===== src/rtl/octave_pkg.sv =====
// Shared definitions for the octave controller: per-key FSM state encoding
// and the default parameter values used by octave_ctrl and key_repeat.
package octave_pkg;

  typedef enum logic [2:0] {
    ST_IDLE,
    ST_FIRE,
    ST_DELAY,
    ST_REPEAT,
    ST_LOCK
  } key_state_t;

  localparam int DEF_OCT_W     = 3;
  localparam int DEF_OCT_MIN   = 1;
  localparam int DEF_OCT_MAX   = 7;
  localparam int DEF_OCT_INIT  = 4;
  localparam int DEF_WRAP      = 0;
  localparam int DEF_RPT_DELAY = 25000000;
  localparam int DEF_RPT_RATE  = 12500000;

endpackage


===== src/rtl/key_repeat.sv =====
// One button: 2-flop synchroniser, press/auto-repeat FSM and hold counter.
// step is a one-cycle request; lock parks the FSM until its key is released.
module key_repeat
  import octave_pkg::*;
#(
  parameter int RPT_DELAY = DEF_RPT_DELAY,
  parameter int RPT_RATE  = DEF_RPT_RATE
) (
  input  logic clk,
  input  logic rst_n,
  input  logic key,
  input  logic lock,
  output logic key_s,
  output logic step
);

  localparam int CNT_MAX = (RPT_DELAY > RPT_RATE) ? RPT_DELAY : RPT_RATE;
  localparam int CNT_W   = $clog2(CNT_MAX + 1);
  localparam logic [CNT_W-1:0] DELAY_END = CNT_W'(RPT_DELAY - 1);
  localparam logic [CNT_W-1:0] RATE_END  = CNT_W'(RPT_RATE - 1);

  logic             key_p0;
  logic             key_p1;
  key_state_t       state;
  key_state_t       state_nxt;
  logic [CNT_W-1:0] cnt;
  logic [CNT_W-1:0] cnt_nxt;

  assign key_s = key_p1;

  // stage p0/p1: metastability filter on the raw button level
  always_ff @(posedge clk or negedge rst_n) begin
    if (!rst_n) begin
      key_p0 <= 1'b0;
      key_p1 <= 1'b0;
    end else begin
      key_p0 <= key;
      key_p1 <= key_p0;
    end
  end

  always_ff @(posedge clk or negedge rst_n) begin
    if (!rst_n) begin
      state <= ST_IDLE;
      cnt   <= '0;
    end else begin
      state <= state_nxt;
      cnt   <= cnt_nxt;
    end
  end

  always_comb begin
    state_nxt = state;
    cnt_nxt   = cnt;
    step      = 1'b0;
    if (lock) begin
      state_nxt = ST_LOCK;
      cnt_nxt   = '0;
    end else if (!key_p1) begin
      // a single-cycle press has already dropped by the time FIRE is reached
      step      = (state == ST_FIRE);
      state_nxt = ST_IDLE;
      cnt_nxt   = '0;
    end else begin
      unique case (state)
        ST_IDLE:   state_nxt = ST_FIRE;
        ST_FIRE: begin
          step      = 1'b1;
          state_nxt = ST_DELAY;
          cnt_nxt   = '0;
        end
        ST_DELAY: begin
          if (cnt == DELAY_END) begin
            step      = 1'b1;
            state_nxt = ST_REPEAT;
            cnt_nxt   = '0;
          end else begin
            cnt_nxt = cnt + 1'b1;
          end
        end
        ST_REPEAT: begin
          if (cnt == RATE_END) begin
            step    = 1'b1;
            cnt_nxt = '0;
          end else begin
            cnt_nxt = cnt + 1'b1;
          end
        end
        ST_LOCK:   state_nxt = ST_LOCK;
        default:   state_nxt = ST_IDLE;
      endcase
    end
  end

endmodule


===== src/rtl/octave_ctrl.sv =====
// Octave selector driven by up/down buttons with auto-repeat, limit
// saturation or wrap, and a both-buttons preset back to OCT_INIT.
module octave_ctrl
  import octave_pkg::*;
#(
  parameter int OCT_W     = DEF_OCT_W,
  parameter int OCT_MIN   = DEF_OCT_MIN,
  parameter int OCT_MAX   = DEF_OCT_MAX,
  parameter int OCT_INIT  = DEF_OCT_INIT,
  parameter int WRAP      = DEF_WRAP,
  parameter int RPT_DELAY = DEF_RPT_DELAY,
  parameter int RPT_RATE  = DEF_RPT_RATE
) (
  input  logic             clk,
  input  logic             rst_n,
  input  logic             up,
  input  logic             down,
  output logic [OCT_W-1:0] octave,
  output logic             changed,
  output logic             at_min,
  output logic             at_max
);

  localparam logic [OCT_W-1:0] MIN_V  = OCT_W'(OCT_MIN);
  localparam logic [OCT_W-1:0] MAX_V  = OCT_W'(OCT_MAX);
  localparam logic [OCT_W-1:0] INIT_V = OCT_W'(OCT_INIT);

  logic             up_s;
  logic             down_s;
  logic             up_req;
  logic             down_req;
  logic             preset;
  logic [OCT_W-1:0] oct_nxt;

  function automatic logic [OCT_W-1:0] step_up(input logic [OCT_W-1:0] o);
    if (o < MAX_V)  return o + 1'b1;
    if (WRAP != 0)  return MIN_V;
    return o;
  endfunction

  function automatic logic [OCT_W-1:0] step_down(input logic [OCT_W-1:0] o);
    if (o > MIN_V)  return o - 1'b1;
    if (WRAP != 0)  return MAX_V;
    return o;
  endfunction

  assign preset = up_s & down_s;

  key_repeat #(.RPT_DELAY(RPT_DELAY), .RPT_RATE(RPT_RATE)) u_up (
    .clk   (clk),
    .rst_n (rst_n),
    .key   (up),
    .lock  (preset),
    .key_s (up_s),
    .step  (up_req)
  );

  key_repeat #(.RPT_DELAY(RPT_DELAY), .RPT_RATE(RPT_RATE)) u_down (
    .clk   (clk),
    .rst_n (rst_n),
    .key   (down),
    .lock  (preset),
    .key_s (down_s),
    .step  (down_req)
  );

  // simultaneous opposing requests cancel; preset outranks both
  always_comb begin
    oct_nxt = octave;
    if (preset)                   oct_nxt = INIT_V;
    else if (up_req && !down_req) oct_nxt = step_up(octave);
    else if (down_req && !up_req) oct_nxt = step_down(octave);
  end

  always_ff @(posedge clk or negedge rst_n) begin
    if (!rst_n) begin
      octave  <= INIT_V;
      changed <= 1'b0;
      at_min  <= (INIT_V == MIN_V);
      at_max  <= (INIT_V == MAX_V);
    end else begin
      octave  <= oct_nxt;
      changed <= (oct_nxt != octave);
      at_min  <= (oct_nxt == MIN_V);
      at_max  <= (oct_nxt == MAX_V);
    end
  end

endmodule


===== config.mk =====
export PLATFORM = sky130hd
export DESIGN_NAME = octave_ctrl
export DESIGN_NICKNAME = d
export VERILOG_FILES = /design/src/rtl/octave_pkg.sv /design/src/rtl/key_repeat.sv /design/src/rtl/octave_ctrl.sv
export SDC_FILE = /design/constraint.sdc
export NUM_CORES = 1
export LEC_CHECK = 0
export CAP_MARGIN = 20
export CORE_ASPECT_RATIO = 1.4
export CORE_MARGIN = 10
export CORE_UTILIZATION = 61
export DETAILED_ROUTE_END_ITERATION = 6
export GPL_ROUTABILITY_DRIVEN = 0
export PLACE_DENSITY = 0.79
export SLEW_MARGIN = 40
export SYNTH_ARGS = -nofsm -noshare
export SYNTH_HDL_FRONTEND = slang
export SYNTH_SLANG_ARGS = --single-unit

===== constraint.sdc =====
create_clock -name clk -period 2.8 [get_ports clk]
set_input_delay 0.84 -clock clk [delete_from_list [all_inputs] [get_ports clk]]
set_output_delay 0.84 -clock clk [all_outputs]
set_load 0.02 [all_outputs]

==> results.json <==
{
  "cts.sinks": 66,
  "drt_wl_total_um": 7310,
  "antenna_found_initial": 0,
  "die_y_um": 110,
  "cts_made_buffers": 9,
  "cts_root_buf": "clkbuf_8",
  "n_fill_cell": 438,
  "relSlewSlack_pct": 58.7,
  "antenna_cells": 0,
  "hp-class": "register to register",
  "critPathKind": "register to primary output",
  "period_share_pct": 86.9,
  "crit_buf_inv": 1,
  "synth-simple-area-share_pct": 27.7,
  "drive_above_1_share_pct": 11.3,
  "crit_path_end_kind": "primary output",
  "grt_overflow": 0,
  "cts_hold_buf": 0,
  "hold_viol": 0,
  "synth_top_family_by_area": "simple AND/OR/NAND/NOR gates",
  "wire_per_inst_um": 15.7,
  "worst_r2r_path_depth": 9,
  "hold_depth": 0,
  "worstPathMaxFanout": 7,
  "synthMuxAreaShare_pct": 0.564,
  "drcViolationCount": 0,
  "area_growth_pct": 10.3,
  "path_delay_family": "buffers and inverters",
  "slowest_delay_ps": 630,
  "num_vias": 2792,
  "crit_end": "octave[2]",
  "tightest_slew_ps": 614,
  "setup_tns_ps": 0,
  "clock_latency_ps": 350,
  "grt_max_degree": 67,
  "via_per_inst": 5.98,
  "rr_endpoint": "at_min",
  "first_pass_iters": 5,
  "skew_ps": 8.06,
  "place_inst": 451,
  "drv_slew": 0,
  "hp-start": "u_down.key_p0",
  "async_flop_share_pct": 100,
  "die_x_um": 84.5,
  "critical_path.cell_chain": "clkdlybuf4s50_1",
  "cp.arrival_ps": 1590,
  "stdcell_count": 467,
  "cap_viol_max_count": 0,
  "ys_seq_elements": 66,
  "synth_nets": 383,
  "cts_tree": "done",
  "dpl.hpwl_um": 5180,
  "r2r_start": "octave[1]",
  "syn_inst": 374,
  "synthXorXnorAreaFrac_pct": 7.40,
  "grt.total_usage_pct": 16.5,
  "seq_area_frac_synth_pct": 46.5,
  "synthAdderAreaFrac_pct": 1.76,
  "ys.warnings.count": 0,
  "startpoint": "octave[2]",
  "worstSetupStartpointType": "register",
  "grt_pass1_vias": 2870,
  "powerDensity_nw_per_um2": 492,
  "cts_max_level": 3,
  "drt_iter0_markers": 186,
  "die_area_um2": 9320,
  "cpMaxStageDelayCell": "clkdlybuf4s50_1",
  "core_area_um2": 5570,
  "synth_compound_area_share_pct": 14.2,
  "fin_nets": 403,
  "r2r_setup_slack_ps": 380,
  "initial_utilization_pct": 63.8,
  "clk_pin_slew_worst_paths_ps": 70,
  "ctsResizeCount": 0,
  "io_buffers": 9,
  "worst-endpoint-required_ps": 1960,
  "status": "finished clean",
  "setup_viol": 0,
  "vdd_ir_drop_max_v": 0.000423,
  "rsz0062_at_grt": "no",
  "timing.final.crit_period_ps": 2430,
  "io_pins": 10,
  "synth_ff_type": "dfrtp_1",
  "drtAntennaViolNets": 0,
  "synth.avg_cell_area_um2": 9.49,
  "rows": 32,
  "clock_path_buffers": 2,
  "yosysUniqueCellTypes": 60,
  "multiInputGateArea_um2": 1830,
  "worst-path-stages": 1,
  "total_leakage_power_nw": 1.69,
  "synth_edf_count": 0,
  "grt_pass1_wl_um": 12800,
  "clock.fmax_ghz": 0.411,
  "cts_setup_buffers": 0,
  "ff_latch_area_um2": 1650,
  "syn-cell-area_um2": 3550
}
==> logic make-up (layout without fill, tap and decap cells) <==
kind of cell | count (synthesis) | after routing
and+or+nand+nor | 184 | 184
DFF | 66 | 66
buffers and inverters | 16 | 41
muxes | 2 | 2
AOI/OAI and AO/OA | 71 | 71
xor gates and xnor gates | 30 | 30
adders and majority gates | 5 | 5
==> layout by cell type (no fill, tap or decap), types with 3 or more instances in the layout <==
cell type and instances:
clkbuf_8 10, o31ai_1 5, a211oi_1 3, a31oi_1 6
xnor2_1 11, buf_4 6, nor2b_1 11, ha_1 5
nand4_1 16, clkbuf_1 3, and2_1 8, a21o_1 3
clkdlybuf4s50_1 8, nand2_1 38, clkinv_2 3, inv_1 9
a21oi_1 12, dfrtp_1 65, and4_1 4, and3_1 11
nand4b_1 3, nand3_1 16, nor3_1 5, nor2_1 50
xor2_1 19, o21ai_0 23
==> power breakdown <==
part / leakage [nW] / total [mW] / internal [mW] / switching [mW]
clock network: 0.0872 / 0.697 / 0.342 / 0.355
registers: 0.902 / 1.01 / 0.979 / 0.0294
logic: 0.699 / 0.223 / 0.0957 / 0.127
==> registers in the layout, summed over array words and instances, names as in the netlist <==
| signal | flops |
|---|---|
| u_up.cnt | 25 |
| u_down.key_p0 | 1 |
| u_up.state | 3 |
| u_up.key_p0 | 1 |
| u_up.key_s | 1 |
| at_min | 1 |
| changed | 1 |
| u_down.cnt | 25 |
| u_down.state | 3 |
| at_max | 1 |
| u_down.key_s | 1 |
| octave | 3 |
==> per-layer routing <==
metal	GRT usage [%]	wire (um)	vias to the layer above
met4	8.25	167	0
li1	-	-	1371
met5	0	0	-
met2	29.7	3890	42
met3	3.82	166	14
met1	17.9	3090	1365
==> how the worst min path moves through the flow <==
stage,endpoint,slack [ps]
after floorplan,u_down.key_s,330
final,u_down.key_s,350
after global routing,u_up.key_s,350
after detailed placement,u_down.key_s,340
after CTS,u_down.key_s,350
after global placement,u_down.key_s,330
==> metrics by stage <==
stage                     util, %  setup WS [ps]  total power, mW  area, um^2  hold WS [ps]
after floorplan                 -            533             1.15        3550           331
after global placement       67.4            485             1.24        3750           332
after detailed placement     67.4            416             1.25        3750           336
after CTS                    70.4            352             1.94        3920           351
after global routing         70.4            198             2.00        3920           353
final                        70.4            366             1.93        3920           350
==> synthesized netlist by cell type (3+ instances only) <==
cell type  instances  area, um^2
dfrtp_1           65        1630
nor2_1            50         188
nand2_1           38         143
o21ai_0           23         115
xor2_1            19         166
nand3_1           16        80.1
nand4_1           16         100
a21oi_1           12        60.1
and3_1            11        68.8
nor2b_1           11        68.8
xnor2_1           11        96.3
inv_1              9        33.8
and2_1             8        50.1
a31oi_1            6        37.5
ha_1               5        62.6
nor3_1             5        25.0
o31ai_1            5        37.5
and4_1             4        35.0
a211oi_1           3        22.5
a21o_1             3        22.5
nand4b_1           3        26.3
==> cell type report <==
| type | instances | area share (%) |
|---|---|---|
| Clock buffer | 13 | 3.80 |
| Multi-Input combinational cell | 292 | 46.7 |
| Clock inverter | 3 | 0.383 |
| Inverter | 9 | 0.863 |
| Timing Repair Buffer | 16 | 3.83 |
| Sequential cell | 66 | 42.2 |
| Tap cell | 68 | 2.17 |
Power figures use the tool's default switching activity.
==> variant 1: new RTL, same settings <==
Register the input `up` before use. The logic sees it one clock later. The other inputs are not delayed to match.
--- a/src/rtl/octave_ctrl.sv
+++ b/src/rtl/octave_ctrl.sv
@@ -26,4 +26,10 @@
   localparam logic [OCT_W-1:0] INIT_V = OCT_W'(OCT_INIT);
 
+  logic up_q;
+
+  always_ff @(posedge clk) begin
+    up_q <= up;
+  end
+
   logic             up_s;
   logic             down_s;
@@ -50,5 +56,5 @@
     .clk   (clk),
     .rst_n (rst_n),
-    .key   (up),
+    .key   (up_q),
     .lock  (preset),
     .key_s (up_s),
Check against the original RTL: not equivalent (a bounded check fails within 10 cycles, from zero or initial values and one cycle with rst_n low).
==> variant 1 against the original RTL <==
Fmax hardly changed; area after synthesis is 0.56% higher; sequential cell count is 1 higher; setup slack better by 0.0024 ns; routed wire length is 0.19% higher; global-route usage is 0.14 points higher; total power is 2.2% higher; cell area is 1.3% higher; highest routed layer unchanged.
==> variant 1: results (changes against the original RTL) <==
Route
  • Vias per cell: 6.06 (was 5.98)
  • TritonRoute pass-1 iters: 4 (was 5)
  • Routed wire length: 7320 um (was 7310 um)
  • Routed vias: 2847 (was 2792)

Critical path
  • CP max stage delay: 0.45 ns (was 0.63 ns)
  • Worst R2R Start: u_up.cnt[17]$_DFFE_PN0P_ (was octave[1]$_DFF_PN0_)
  • CP max FO: 5 (was 7)
  • Max stage delay cell, worst path: or4_4 (was clkdlybuf4s50_1)
  • Setup crit end kind: flop (was output port)
  • Top Family by Delay on Critical Path: compound AO/OA/AOI/OAI gates (was buffers and inverters)
  • Reg2reg path depth: 7 (was 9)

Yosys
  • Syn_area_per_cell: 9.52 um^2 (was 9.49 um^2)
  • Dominant cells by area after synthesis: dfrtp_1 (46%), nor2_1 (5.3%), xor2_1 (4.7%) (unchanged)
  • Mux cell area share after synthesis: 0.00561 (was 0.00564)
  • Number of distinct library cells after synthesis: 61 (was 60)
  • Ys async rst share: 0.985 (was 1.00)
  • Synth Area in Compound Gates: 0.141 (was 0.142)
  • Adder-cell share of the synthesized area: 0.0175 (was 0.0176)
  • Syn nets: 384 (was 383)
  • Seq/Total Area, Yosys: 0.468 (was 0.465)
  • Synth Area in XOR/XNOR: 0.0736 (was 0.0740)

Timing
  • Worst Skew: 0.00565 ns (was 0.00806 ns)
  • Worst Tran Pin Value: 0.789 ns (was 0.614 ns)

Outcome
  • Status: finished, final reports clean (unchanged)

Placement
  • Inst Count DP: 454 (was 451)
  • Place WS: 0.432 ns (was 0.416 ns)
  • Final HPWL DP: 5370 um (was 5180 um)

GRT
  • Vias in the first global route: 2921 (was 2870)
  • Largest net degree at the start of global routing: 38 (was 67)
  • GRT Total Usage: 0.167 (was 0.165)
  • Global-route wire length before repair: 13200 um (was 12800 um)

CTS
  • CTS clk-pin slew, worst paths: 0.07 ns (about the same)

Finish
  • Share of post-route cells with drive strength above 1: 0.122 (was 0.113)
  • Final net count: 406 (was 403)

Pwr
  • Lkg Pwr: 0.00171 uW (was 0.00169 uW)
  • Max IR drop VDD: 0.000322 V (was 0.000423 V)
==> variant 1: routing by layer <==
layer,vias up,global-route usage,part of all wire
met5,-,0,0
met4,0,0.0789,0.025
met3,18,0.0367,0.029
met2,46,0.289,0.53
met1,1399,0.186,0.42
li1,1384,-,-
==> variant 1: power breakdown <==
group | total [uW] | internal, uW | switching, uW
clock | 724 | 366 | 358
sequential | 1020 | 994 | 28.0
combinational | 224 | 96.1 | 128
==> variant 1: cells by family after synthesis <==
logic type	Yosys count
buf+inv	16
fa+ha+maj	5
mux	2
xor+xnor	30
compound gates	71
flops	67
simple gates	184
==> variant 1: worst min path at each step <==
stage,from,endpoint,slack [ns],cells after the start
final,up_q$_DFF_P_,u_up.key_p0$_DFF_PN0_,0.33,0
after global routing,up_q$_DFF_P_,u_up.key_p0$_DFF_PN0_,0.35,0
after floorplan,up_q$_DFF_P_,u_up.key_p0$_DFF_PN0_,0.32,0
after global placement,up_q$_DFF_P_,u_up.key_p0$_DFF_PN0_,0.32,0
after detailed placement,up_q$_DFF_P_,u_up.key_p0$_DFF_PN0_,0.33,0
after CTS,up_q$_DFF_P_,u_up.key_p0$_DFF_PN0_,0.34,0
==> variant 1: worst reg2reg max path, delay by kind of cell (launching register included) <==
family          cells  cell delay (ns)
compound gates      3             0.93
simple gates        3             0.86
flops               1             0.40
mux                 1             0.18
==> variant 1: final cells by class <==
type / instances / area [um^2]
Timing Repair Buffer: 18 / 165
Multi-Input combinational cell: 292 / 1830
Sequential cell: 67 / 1670
Clock inverter: 4 / 25.0
Fill cell: 419 / 1640
Inverter: 9 / 33.8
Tap cell: 68 / 85.1
Clock buffer: 12 / 155
==> variant 2: new RTL, same flow settings <==
Without the edit above. `DEF_RPT_DELAY`: 25000000 -> 6250000.
--- a/src/rtl/octave_pkg.sv
+++ b/src/rtl/octave_pkg.sv
@@ -16,5 +16,5 @@
   localparam int DEF_OCT_INIT  = 4;
   localparam int DEF_WRAP      = 0;
-  localparam int DEF_RPT_DELAY = 25000000;
+  localparam int DEF_RPT_DELAY = 6250000;
   localparam int DEF_RPT_RATE  = 12500000;
 
Check against the original RTL: same outputs for any inputs over 10 cycles, from zero or initial values and one cycle with rst_n low; that may be too few to reach the edited logic, so the function may still have changed.
==> variant 2 against the original RTL <==
Sequential cell count shrank 2; total power shrank 1.3%; routed wire length grew 4.4%; area after synthesis is the same; setup slack lost 0.27 ns; clock skew shrank 0.00071 ns; cell area is essentially flat; cell count grew 1.5%; critical path type is now flop to flop.
==> variant 2: results (changes against the original RTL) <==
Outcome
  • Status: finished, final reports clean (unchanged)

Critical path
  • CP max FO: 8 (was 7)
  • Reg2reg path depth: 7 (was 9)
  • Worst setup startpoint: u_up.cnt[16]$_DFFE_PN0P_ (was octave[2]$_DFF_PN1_)
  • Worst Setup EP: at_min$_DFF_PN0_ (was octave[2])
  • R2R Setup Slk: 0.1 ns (was 0.38 ns)
  • Worst R2R Start: u_up.cnt[16]$_DFFE_PN0P_ (was octave[1]$_DFF_PN0_)

Route
  • TritonRoute pass-1 iters: 4 (was 5)
  • Met2 wire length: 3990 um (was 3890 um)
  • Vias per cell: 6.20 (was 5.98)
  • Routed wire per std cell: 16.1 um (was 15.7 um)
  • Met3 WL: 259 um (was 166 um)

Finish
  • Share of post-route cells with drive strength above 1: 0.0961 (was 0.113)
  • Regs by FF count: u_down.cnt (24), u_up.cnt (24) (was u_down.cnt (25), u_up.cnt (25))
  • Fillers: 428 (was 438)
  • Final net count: 410 (was 403)

GRT
  • Largest net degree at the start of global routing: 65 (was 67)
  • Global-route wire length before repair: 13200 um (was 12800 um)
  • GRT Total Usage: 0.171 (was 0.165)

Pwr
  • Lkg Pwr: 0.00155 uW (was 0.00169 uW)
  • Max IR drop VDD: 0.000406 V (was 0.000423 V)

Timing
  • Relative slew slack: 0.606 (was 0.587)
  • Worst hold slack: 0.356 ns (was 0.350 ns)
  • Peak Freq: 370 MHz (was 411 MHz)

Placement
  • Place WS: 0.136 ns (was 0.416 ns)
  • Final HPWL DP: 5520 um (was 5180 um)

Yosys
  • Seq/Total Area, Yosys: 0.451 (was 0.465)
  • Number of distinct library cells after synthesis: 61 (was 60)
  • Syn_area_per_cell: 9.25 um^2 (was 9.49 um^2)
-- variant 2: cell count changes in the layout (fill, tap and decap cells not counted), moves of 4 or more --
cell,delta
o31ai_1,+5
nand4_1,-8
nand3_1,+12
nor4_1,+6
nand4bb_1,+4
nor2_1,-7
a21oi_1,-4
or3_1,+4
and2_1,-5
-- variant 2: worst max-delay path, stage by stage, from the launching register on --
cell and delay, ns:
dfrtp_1 0.46, or4b_1 0.58, nor4_2 0.35, o2111ai_2 0.27, a211oi_4 0.41, a21oi_1 0.15, o211a_1 0.19, and3_1 0.19
-- variant 2: cell families (layout without fill, tap and decap cells) --
group,count (synthesis),count (layout),synth area share
buffers and inverters,22,44,0.0247
DFF,64,64,0.451
muxes,1,1,0.00282
adders and majority gates,5,5,0.0176
xor gates and xnor gates,25,25,0.0617
AOI/OAI and AO/OA,70,70,0.138
and+or+nand+nor,197,197,0.304
-- variant 2: power by group --
part / leakage, uW / internal, uW / switching [uW]
Combinational: 0.000595 / 97.2 / 132
Sequential: 0.000874 / 950 / 35.0
Clock: 0.0000793 / 319 / 370
Total: 0.00155 / 1370 / 537
-- variant 2: cell type report --
| type | count | area, um^2 | share of cell area |
|---|---|---|---|
| clock buffers | 11 | 131 | 0.0335 |
| clock inverters | 5 | 33.8 | 0.00862 |
| inverters | 11 | 41.3 | 0.0105 |
| multi-input cells | 298 | 1870 | 0.476 |
| flip-flops and latches | 64 | 1600 | 0.409 |
| well taps | 68 | 85.1 | 0.0217 |
| repair buffers | 17 | 158 | 0.0402 |
-- variant 2: layer usage --
metal | global-route usage | vias to the layer above
met3 | 0.0441 | 24
met4 | 0.105 | 0
met1 | 0.179 | 1428
met2 | 0.301 | 63
met5 | 0 | -
li1 | - | 1423
